===== config.mk =====
export PLATFORM = sky130hd
export DESIGN_NAME = fir_sequencer
export DESIGN_NICKNAME = d
export VERILOG_FILES = /design/src/rtl/fir_pkg.sv /design/src/rtl/fir_out_sat.sv /design/src/rtl/fir_sequencer.sv
export SDC_FILE = /design/constraint.sdc
export NUM_CORES = 1
export LEC_CHECK = 0
export BUFFER_PORTS_ARGS = -buffer_cell sky130_fd_sc_hd__buf_2
export CAP_MARGIN = 25
export CORE_ASPECT_RATIO = 1.75
export CORE_UTILIZATION = 45
export DETAILED_ROUTE_END_ITERATION = 12
export GPL_ROUTABILITY_DRIVEN = 0
export PLACE_DENSITY = 0.82
export SLEW_MARGIN = 25
export SYNTH_ARGS = -nofsm -noshare
export SYNTH_HDL_FRONTEND = slang
export SYNTH_HIERARCHICAL = 1
export SYNTH_SLANG_ARGS = --single-unit
export TNS_END_PERCENT = 20

===== constraint.sdc =====
create_clock -name clock -period 2.2 [get_ports clock]
set_clock_uncertainty 0.15 [all_clocks]
set_input_delay 0.11 -clock clock [delete_from_list [all_inputs] [get_ports clock]]
set_output_delay 0.11 -clock clock [all_outputs]
set_load 0.02 [all_outputs]

===== src/rtl/fir_pkg.sv =====
// Shared constants and state encoding for the decimating FIR sequencer and its helpers.
package fir_pkg;

  localparam int TAPS      = 256;
  localparam int DRAIN_CYC = 5;
  localparam int MAC_W     = 56;
  localparam int DATA_W    = 24;

  localparam logic [1:0] IDLE  = 2'd0;
  localparam logic [1:0] CLEAR = 2'd1;
  localparam logic [1:0] RUN   = 2'd2;
  localparam logic [1:0] DRAIN = 2'd3;

endpackage


===== src/rtl/fir_out_sat.sv =====
// Arithmetic right shift of a MAC accumulator followed by saturation to a signed sample.
module fir_out_sat
  import fir_pkg::*;
#(
  parameter int SHIFT = 23
) (
  input  logic signed [MAC_W-1:0]  acc,
  output logic        [DATA_W-1:0] sat
);

  logic signed [MAC_W-1:0]      shifted;
  logic        [MAC_W-DATA_W:0] upper;

  assign shifted = acc >>> SHIFT;
  assign upper   = shifted[MAC_W-1:DATA_W-1];

  // The value fits only when every bit from the output sign bit upward agrees.
  always_comb begin
    sat = shifted[DATA_W-1:0];
    if (!((&upper) || !(|upper))) begin
      sat = shifted[MAC_W-1] ? {1'b1, {(DATA_W-1){1'b0}}} : {1'b0, {(DATA_W-1){1'b1}}};
    end
  end

endmodule


===== src/rtl/fir_sequencer.sv =====
// Sequencer for a decimating FIR: writes samples into a circular RAM and, once per
// decimation period, streams TAPS sample/coefficient pairs through an external MAC.
module fir_sequencer
  import fir_pkg::*;
#(
  parameter int TAPS      = fir_pkg::TAPS,
  parameter int TAP_AW    = $clog2(TAPS),
  parameter int BUF_AW    = 9,
  parameter int DECIM     = 8,
  parameter int OUT_SHIFT = 23,
  parameter int DRAIN_CYC = fir_pkg::DRAIN_CYC
) (
  input  logic              clock,
  input  logic              reset,
  input  logic              in_strobe,
  input  logic [DATA_W-1:0] in_data,
  output logic              buf_we,
  output logic [BUF_AW-1:0] buf_waddr,
  output logic [DATA_W-1:0] buf_wdata,
  output logic [BUF_AW-1:0] buf_raddr,
  input  logic [DATA_W-1:0] buf_rdata,
  output logic [TAP_AW-1:0] coef_addr,
  input  logic [DATA_W-1:0] coef_rdata,
  output logic              mac_clear,
  output logic [DATA_W-1:0] mac_data_1,
  output logic [DATA_W-1:0] mac_data_2,
  input  logic [MAC_W-1:0]  mac_acc,
  output logic [DATA_W-1:0] out_data,
  output logic              out_strobe,
  output logic              busy,
  output logic              overrun
);

  logic [1:0]        state;
  logic [BUF_AW-1:0] wptr;
  logic [BUF_AW-1:0] snap;
  logic [7:0]        dcnt;
  logic [TAP_AW-1:0] cnt;
  logic              rd_valid_d1;
  logic              trigger;
  logic [DATA_W-1:0] sat_data;

  assign trigger   = in_strobe && (dcnt == 8'(DECIM - 1));
  assign buf_we    = in_strobe;
  assign buf_waddr = wptr;
  assign buf_wdata = in_data;
  assign busy      = (state != IDLE);
  assign mac_clear = (state == IDLE) || (state == CLEAR);
  assign buf_raddr = (state == RUN) ? (snap - BUF_AW'(1) - BUF_AW'(cnt)) : '0;
  assign coef_addr = (state == RUN) ? cnt : '0;

  // RAM and ROM outputs lag the address by a cycle; anything outside that window is stale.
  assign mac_data_1 = rd_valid_d1 ? buf_rdata  : '0;
  assign mac_data_2 = rd_valid_d1 ? coef_rdata : '0;

  fir_out_sat #(.SHIFT(OUT_SHIFT)) u_out_sat (
    .acc (mac_acc),
    .sat (sat_data)
  );

  always_ff @(posedge clock or posedge reset) begin
    if (reset) begin
      wptr <= '0;
      dcnt <= '0;
    end else if (in_strobe) begin
      wptr <= wptr + BUF_AW'(1);
      dcnt <= trigger ? 8'd0 : dcnt + 8'd1;
    end
  end

  always_ff @(posedge clock or posedge reset) begin
    if (reset) begin
      state       <= IDLE;
      snap        <= '0;
      cnt         <= '0;
      rd_valid_d1 <= 1'b0;
      out_data    <= '0;
      out_strobe  <= 1'b0;
      overrun     <= 1'b0;
    end else begin
      out_strobe  <= 1'b0;
      rd_valid_d1 <= (state == RUN);
      if (trigger && (state != IDLE)) begin
        overrun <= 1'b1;
      end
      case (state)
        IDLE: begin
          // Snapshot the pointer past the triggering write so that sample is tap 0.
          if (trigger) begin
            state <= CLEAR;
            snap  <= wptr + BUF_AW'(1);
          end
        end
        CLEAR: begin
          state <= RUN;
          cnt   <= '0;
        end
        RUN: begin
          if (cnt == TAP_AW'(TAPS - 1)) begin
            state <= DRAIN;
            cnt   <= '0;
          end else begin
            cnt <= cnt + TAP_AW'(1);
          end
        end
        DRAIN: begin
          if (cnt == TAP_AW'(DRAIN_CYC - 1)) begin
            state      <= IDLE;
            out_data   <= sat_data;
            out_strobe <= 1'b1;
          end else begin
            cnt <= cnt + TAP_AW'(1);
          end
        end
        default: state <= IDLE;
      endcase
    end
  end

endmodule

# Word-level counts from Yosys, hierarchy flattened
# Index checks and enable logic that the tools add are counted.
word_totals:
  elab_cells: 54
  register_bits: 63
classes:
  muxes: 16
  add_sub_neg: 5
  reduce_logical: 14
  n_eq_ne: 10
op_table:
  columns: ["operator", "n"]
  rows:
  - ["2-to-1 mux 24 bit", 4]
  - ["2-to-1 mux 8 bit", 4]
  - ["one-hot mux 8 bit (3 select lines)", 1]
  - ["adder 8 x 1 -> 8 bit (second input constant)", 2]
  - ["== test 8 x 3 -> 1 bit (second input constant)", 2]
  - ["AND reduction 10 bit", 1]
  - ["OR reduction 10 bit", 1]
  - ["adder 9 x 1 -> 9 bit (second input constant)", 1]
  - ["2-to-1 mux 9 bit", 1]
  - ["subtractor 9 x 1 -> 9 bit (second input constant)", 1]
  - ["subtractor 9 x 8 -> 9 bit", 1]
  - ["== test 8 bit (second input constant)", 1]
  - ["one-hot mux 2 bit (4 select lines)", 1]
  - ["2-to-1 mux 2 bit", 3]
  - ["inequality test 2 bit (second input constant)", 3]
  - ["AND reduction 2 bit", 3]
  - ["== test 2 bit (second input constant)", 2]
  - ["AND reduction 3 bit", 1]
  - ["nonzero test 3 bit", 1]
  - ["== test 2 x 1 -> 1 bit (second input constant)", 1]
  - ["logical AND 1 bit", 2]
  - ["zero test 2 bit", 1]
  - ["logical OR 1 bit", 2]
  - ["2-to-1 mux 1 bit", 2]
  - ["3 further kinds", 3]

# Longest topological paths before layout
# Gate-level depths: netlist of the first run.
logic_depth:
  depth_word: 4
  ltp_mapped: 9

# By module
# Netlist of the first run, hierarchy kept.
by_module_without_submodules:
  columns: ["mod", "cells_each", "seq_area_each_um2", "area_each_um2", "instances"]
  rows:
  - ["fir_sequencer", 434, 1576.5, 3809.9, 1]
  - ["fir_out_sat", 89, 0.0, 681.9, 1]

# Worst setup path after synthesis of the first run
# No wires, ideal clock.
synth_path:
  path_type: "reg2out"
  from: "register cnt[0]"
  to: "output buf_raddr[8]"
  arrival_ps: 1942
  slack_ps: -2
  stages_incl_launch_ff: 9
  n_path_buf: 0
  path_cell_list: "dfrtp_1 -> inv_1 -> ha_1 -> inv_1 -> fa_1 -> nand2b_1 -> a21oi_1 -> o2bb2ai_1 -> mux2i_1"
synth_between:
  elab_chain_cells: 2
synth_rtl:
  columns: ["item", "line", "rtl"]
  rows:
  - ["start: declaration", "fir_sequencer.sv:38", "logic [TAP_AW-1:0] cnt;"]
  - ["start signal: assignment", "fir_sequencer.sv:103", "cnt <= cnt + TAP_AW'(1);"]
  - ["start signal: assignment", "fir_sequencer.sv:112", "cnt <= cnt + TAP_AW'(1);"]
  - ["subtractor 9 x 8 -> 9 bit", "fir_sequencer.sv:49", "assign buf_raddr = (state == RUN) ? (snap - BUF_AW'(1) - BUF_AW'(cnt)) : '0;"]
  - ["2-to-1 mux 9 bit", "fir_sequencer.sv:49", null]
  - ["end: declaration", "fir_sequencer.sv:20", "output logic [BUF_AW-1:0] buf_raddr,"]
# No other way between the ends.

# Final worst setup path of the first run
layout_path:
  from: "register cnt[0]"
  to: "output buf_raddr[6]"
# The elaborated chain is that of the path after synthesis.

==> results of run 1 <==
state kept, by name, indices dropped and copies added (netlist names):
register,count
rd_valid_d1,1
overrun,1
out_data,24
state,2
snap,9
buf_waddr,9
out_strobe,1
cnt,8
dcnt,8
placed cells by master (no fill, tap or decap), types with 3 or more instances in the layout:
master,n
buf_2,181
ha_1,10
mux2_2,3
dfrtp_1,62
o221ai_2,20
and2_1,51
nor3_1,3
nor2_1,25
nand4_1,8
a21oi_1,7
and3_1,4
o21ai_0,14
clkbuf_16,9
o221ai_1,3
nand2b_1,4
nand2_1,143
inv_1,17
ha_4,4
mux2i_1,3
buf_4,31
inv_2,5
nand3_1,8
xnor2_1,16
bufinv_16,4
xor2_1,8
kinds of logic after synthesis:
kind of cell | after synthesis | share of synthesized area
flops | 63 | 0.351
compound gates | 70 | 0.143
simple gates | 266 | 0.293
fa+ha+maj | 17 | 0.0490
xor+xnor | 24 | 0.0468
mux | 7 | 0.0164
buf+inv | 76 | 0.101
cell type report:
| class | count | area, sq um | area share |
|---|---|---|---|
| multi-input combinational | 384 | 2590 | 0.433 |
| sequential | 63 | 1580 | 0.264 |
| timing repair buffer | 217 | 1200 | 0.201 |
| clock buffer | 11 | 243 | 0.0406 |
| tap | 122 | 153 | 0.0255 |
| clock inverter | 5 | 129 | 0.0215 |
| inverter | 22 | 82.6 | 0.0138 |
| antenna | 2 | 5.00 | 0.000836 |
stage by stage:
step / hold slack [ns] / TNS [ns]
final: 0.0210 / -0.793
after global routing: 0.0409 / -1.10
after CTS: 0.00633 / -0.543
after detailed placement: 0.0519 / -0.0470
after global placement: 0.0461 / 0
after floorplan: 0.119 / 0
final timing paths:
path / start / endpoint / slack (ns) / cells past startpoint
hold / removal: mac_acc[30] / out_data[7] / 0.02 / 5
setup / recovery: cnt[0] / buf_raddr[6] / -0.25 / 9
hold reg to reg: out_data[18] / out_data[18] / 0.32 / 2
setup reg to reg: cnt[0] / state[1] / 0.08 / 7
min in group asynchronous: reset / out_data[5] / 0.26 / 3
max in group asynchronous: reset / cnt[1] / 1.02 / 4
Yosys cell counts, types with 3 or more instances:
cell / count
nand2_1: 143
dfrtp_1: 63
and2_1: 51
buf_4: 27
nor2_1: 26
inv_1: 21
o221ai_2: 20
ha_1: 16
o21ai_0: 16
xnor2_1: 16
clkbuf_1: 13
nand3_1: 10
buf_2: 9
a21oi_1: 8
nand4_1: 8
xor2_1: 8
nand2b_1: 5
and3_1: 4
mux2i_1: 4
mux2_2: 3
nor3_1: 3
o221ai_1: 3
where the power goes:
| group | switching (W) | internal [W] |
|---|---|---|
| clock | 0.000514 | 0.00125 |
| combinational | 0.00247 | 0.00171 |
| sequential | 0.000377 | 0.00154 |
worst reg2reg max path: cells and delay by family (launching register included):
family | cells | cell delay, ns
adders and majority gates | 1 | 0.17
buffers and inverters | 2 | 0.22
muxes | 1 | 0.36
and+or+nand+nor | 1 | 0.32
AOI/OAI and AO/OA | 2 | 0.39
DFF | 1 | 0.39
repair_timing:
action | in CTS | in global routing
buffers inserted | 5 | 1
cloned | 0 | 0
pin swaps | 3 | 3
hold endpoints to repair | 26 | 0
gates resized for setup | 31 | 4
endpoints found under the setup margin | 14 | 8
hold buffers | 2 | 0
layer usage:
metal,track usage,vias to the layer above
met1,0.336,2172
met3,0.0850,58
met4,0.156,0
met5,0,-
li1,-,2073
met2,0.470,286
==> results.toml, run 1 <==
[sta]
slew_viol_final = 0
hold_violations = 0
max_freq_mhz = 407
grt_setup_unrepaired = "yes"
fin_crit_sh = 1.12
worst_pin_slew_ns = 0.584
worst_slack_ns = -0.255
relSlewSlack = 0.610
fin_crit_ns = 2.45
setup_viol = 6

[synth]
synth_ff_type = "dfrtp_1"
async_reset_ff_frac = 1.00
synth.net_count = 671
post_synth_num_cell_types = 57
ys_warn_count = 6
syn_area_per_cell_sq_um = 8.59
synth_top_area_share = 0.351
synth_edf_count = 0
synth_area_sq_mm = 0.00449
ys_ff_latch = 63
ys_seq_area_frac = 0.351
synth_cells = 523
synth_largest_area_cell = "dfrtp_1"
synth_area_leaders = "dfrtp_1 (35%), nand2_1 (12%), and2_1 (7.1%)"

[worst_setup_path]
cp_cell_sequence = "inv_2 -> ha_4 -> inv_2 -> fa_2 -> nand2b_4 -> a21oi_4 -> o211ai_1 -> nand3_4 -> buf_6"
required_ns = 1.94
path_delay_family = "adder cells"
critPathBufInv = 3
end_kind = "output pin"
start_kind = "flip-flop"
cp.arrival_ns = 2.19
slowest_delay_ns = 0.39
cp_common_cell = "inv_2"
setup.worst_path.class = "flip-flop to output pin"
path_max_fanout = 4
crit_slowest_cell = "dfrtp_1"

[pwr]
leakage_nw = 2.89
vdd_drop_max_v = 0.000756
powerDensity_mw_per_mm2 = 1310
total_power_w = 0.00786

[placed_design]
port_buffers = 186
numPlacedInstances = 800
pre_cts_slack_ns = -0.0313
post-dp-hpwl_microns = 11300
placed_area_sq_mm = 0.00540

[global_route]
grt_pass1_wl_microns = 22700
grt_max_degree = 39
grt_use_total = 0.288
gr-total-overflow = 0
antenna_found_initial = 2
grt_pass1_vias = 4458

[die]
fp.dieH_microns = 134
num_rows = 47
die_area_sq_mm = 0.0104
core_area_sq_mm = 0.00959
io_pins = 258
start_util = 0.469
die_w_microns = 77.5

[drt]
vias = 4589
wire_per_inst_microns = 18.3
drcViolationCount = 0
wl_met3_microns = 1660
viasPerCell = 5.56
firstDrtPassIters = 5
wirelength_microns = 15100
dr_wl_met2_microns = 7120
drt_iter0_drc = 369
final_antenna_net_count = 0
highest_layer = "met4"
wl_met1_microns = 5680

[status]
status = "complete, but fails checks"
violations = "negative setup slack"

[cts]
cts-root-buf = "clkbuf_16"
cts_buffer_depth = 2
cts_tree = "yes"
cts_buffers = 9
clock_latency_ns = 0.33
clock_sinks = 63
clk_pin_slew_ns = 0.06
h-tree-depth = 3

[final_layout]
final_util = 0.624
finalNonFillerCells = 826
synthToLayoutAreaGrowth_pct = 33.2
drive_gt1_frac = 0.413
nets = 845
n_fill_cell = 790
postLayoutCellArea_sq_mm = 0.00598

[worst_hold_path]
hold_class = "primary input to flip-flop"

[job]
maxCapViolCount = 0
Note: power is estimated with default switching activity, not from simulation.
==> run 2: changes to the inputs <==
--- a/config.mk
+++ b/config.mk
@@ -9,6 +9,7 @@
 export CAP_MARGIN = 25
 export CORE_ASPECT_RATIO = 1.75
 export CORE_UTILIZATION = 45
+export CTS_BUF_LIST = sky130_fd_sc_hd__clkbuf_8
 export DETAILED_ROUTE_END_ITERATION = 12
 export GPL_ROUTABILITY_DRIVEN = 0
 export PLACE_DENSITY = 0.82
==> results.toml, run 2 (synthesis gave the netlist of run 1 again) <==
[die]
core_area_sq_mm = 0.00959
num_rows = 47
start_util = 0.469
die_w_microns = 77.5
fp.dieH_microns = 134
io_pins = 258
die_area_sq_mm = 0.0104

[sta]
setup_viol = 6
relSlewSlack = 0.615
hold_violations = 0
whs_ns = 0.0146
worst_pin_slew_ns = 0.576
fin_crit_ns = 2.45
worst_slack_ns = -0.246
fin_crit_sh = 1.11
slew_viol_final = 0
grt_setup_unrepaired = "yes"
setup_tns_ns = -0.996
max_freq_mhz = 409

[cts]
cts_buffer_depth = 2
h-tree-depth = 3
clock_latency_ns = 0.35
cts_tree = "yes"
cts-root-buf = "clkbuf_8"
clock_sinks = 63
clk_pin_slew_ns = 0.08
cts_buffers = 9

[final_layout]
nets = 853
postLayoutCellArea_sq_mm = 0.00594
mostFrequentLayoutCells = "buf_2 (182), nand2_1 (143), dfrtp_1 (62)"
finalNonFillerCells = 832
layout_commonest_cell = "buf_2"
final_util = 0.619
synthToLayoutAreaGrowth_pct = 32.1
drive_gt1_frac = 0.406
regMostFlops = "out_data"
antennaDiodeCount = 0
largest_reg_flops = 24

[worst_setup_path]
end_kind = "output pin"
critPathBufInv = 3
rr_worst_depth = 7
cp_cell_sequence = "inv_2 -> ha_4 -> inv_2 -> fa_2 -> nand2b_4 -> nand2b_1 -> nand2_1 -> a211oi_2 -> buf_4"
path_delay_family = "adder cells"
worstReg2RegEnd = "state[1]"
r2r-start = "cnt[0]"
start_kind = "flip-flop"
slowest_delay_ns = 0.39
setup.worst_path.class = "flip-flop to output pin"
required_ns = 1.94
crit_slowest_cell = "dfrtp_1"
cp_common_cell = "inv_2"
r2r_slack_ns = 0.11
cp.arrival_ns = 2.19
path_max_fanout = 2

[pwr]
vdd_drop_max_v = 0.000767
sw_frac_of_total = 0.446
switchingPower_w = 0.00332
powerDensity_mw_per_mm2 = 1250
p_seq_frac = 0.257
p_int_w = 0.00412
clkPwrFrac = 0.184
combinationalPowerShare = 0.559
leakage_nw = 2.88

[placed_design]
port_buffers = 186
placed_area_sq_mm = 0.00540
post-dp-hpwl_microns = 11300
numPlacedInstances = 800

[drt]
drcViolationCount = 0
drt_iter0_drc = 443
viasPerCell = 5.54
wirelength_microns = 15300
wire_per_inst_microns = 18.4
final_antenna_net_count = 0
firstDrtPassIters = 5
vias = 4611

[job]
maxCapViolCount = 0

[global_route]
antenna_found_initial = 0
gr-total-overflow = 0
grt_use_total = 0.295
grt_pass1_wl_microns = 23400
grt_max_degree = 39
grt_pass1_vias = 4535

[worst_hold_path]
hold_end = "out_data[2]"
hold_class = "primary input to flip-flop"
hold_start = "mac_acc[25]"
worst_hold_path.num_cells = 5

[status]
status = "complete, but fails checks"
violations = "negative setup slack"
[run 2: power groups by stage]
stage / Combinational (W) / Sequential (W) / Clock [W]
2_1_floorplan: 0.00222 / 0.00214 / 0
3_5_place_dp: 0.00370 / 0.00191 / 0
6_report: 0.00417 / 0.00192 / 0.00137
4_1_cts: 0.00402 / 0.00189 / 0.00139
5_1_grt: 0.00444 / 0.00196 / 0.00143
3_3_place_gp: 0.00359 / 0.00188 / 0
[run 2: how the worst max path moves through the flow]
| stage | startpoint | to | slack, ns | depth (start not counted) |
|---|---|---|---|---|
| floorplan | cnt[0] | buf_raddr[4] | 0.04 | 8 |
| global placement | cnt[0] | buf_raddr[8] | 0.004 | 9 |
| detailed placement | cnt[0] | buf_raddr[8] | -0.03 | 9 |
| CTS | snap[0] | buf_raddr[6] | -0.18 | 8 |
| global route | cnt[0] | buf_raddr[6] | -0.35 | 9 |
| finish | cnt[0] | buf_raddr[4] | -0.25 | 9 |
[run 2: final cells by class]
type                    instances  area [sq um]
fillers                       784          3650
multi-input cells             384          2570
flip-flops and latches         63          1580
repair buffers                225          1280
well taps                     122           153
clock buffers                  10           138
clock inverters                 6           133
inverters                      22          82.6
[run 2: worst register-to-register path, delay by kind of cell, from the launching register on]
kind / cells / cell delay (ns)
AO/OA/AOI/OAI: 2 / 0.39
multiplexers: 1 / 0.36
buffers and inverters: 2 / 0.20
adder cells (fa/ha/maj): 1 / 0.17
flip-flops: 1 / 0.39
AND/OR/NAND/NOR: 1 / 0.33
[run 2: per-stage QoR]
step | power, W | setup WS (ns)
6_report | 0.00745 | -0.246
3_5_place_dp | 0.00561 | -0.0313
4_1_cts | 0.00731 | -0.177
2_1_floorplan | 0.00436 | 0.0372
5_1_grt | 0.00782 | -0.353
3_3_place_gp | 0.00547 | 0.00393
[run 2: per-layer routing]
metal / track usage / wire length (microns) / vias up
met5: 0 / 0 / -
met4: 0.139 / 569 / 0
met3: 0.105 / 1710 / 56
met2: 0.489 / 7250 / 302
met1: 0.336 / 5750 / 2164
li1: - / - / 2089
[run 2: timing repair]
item,4_1_cts,5_1_grt
hold endpoints to repair,34,0
hold buffers,10,0
resized for setup,29,4
buffers inserted,5,1
pin swaps,5,3
endpoints found under the setup margin,14,8
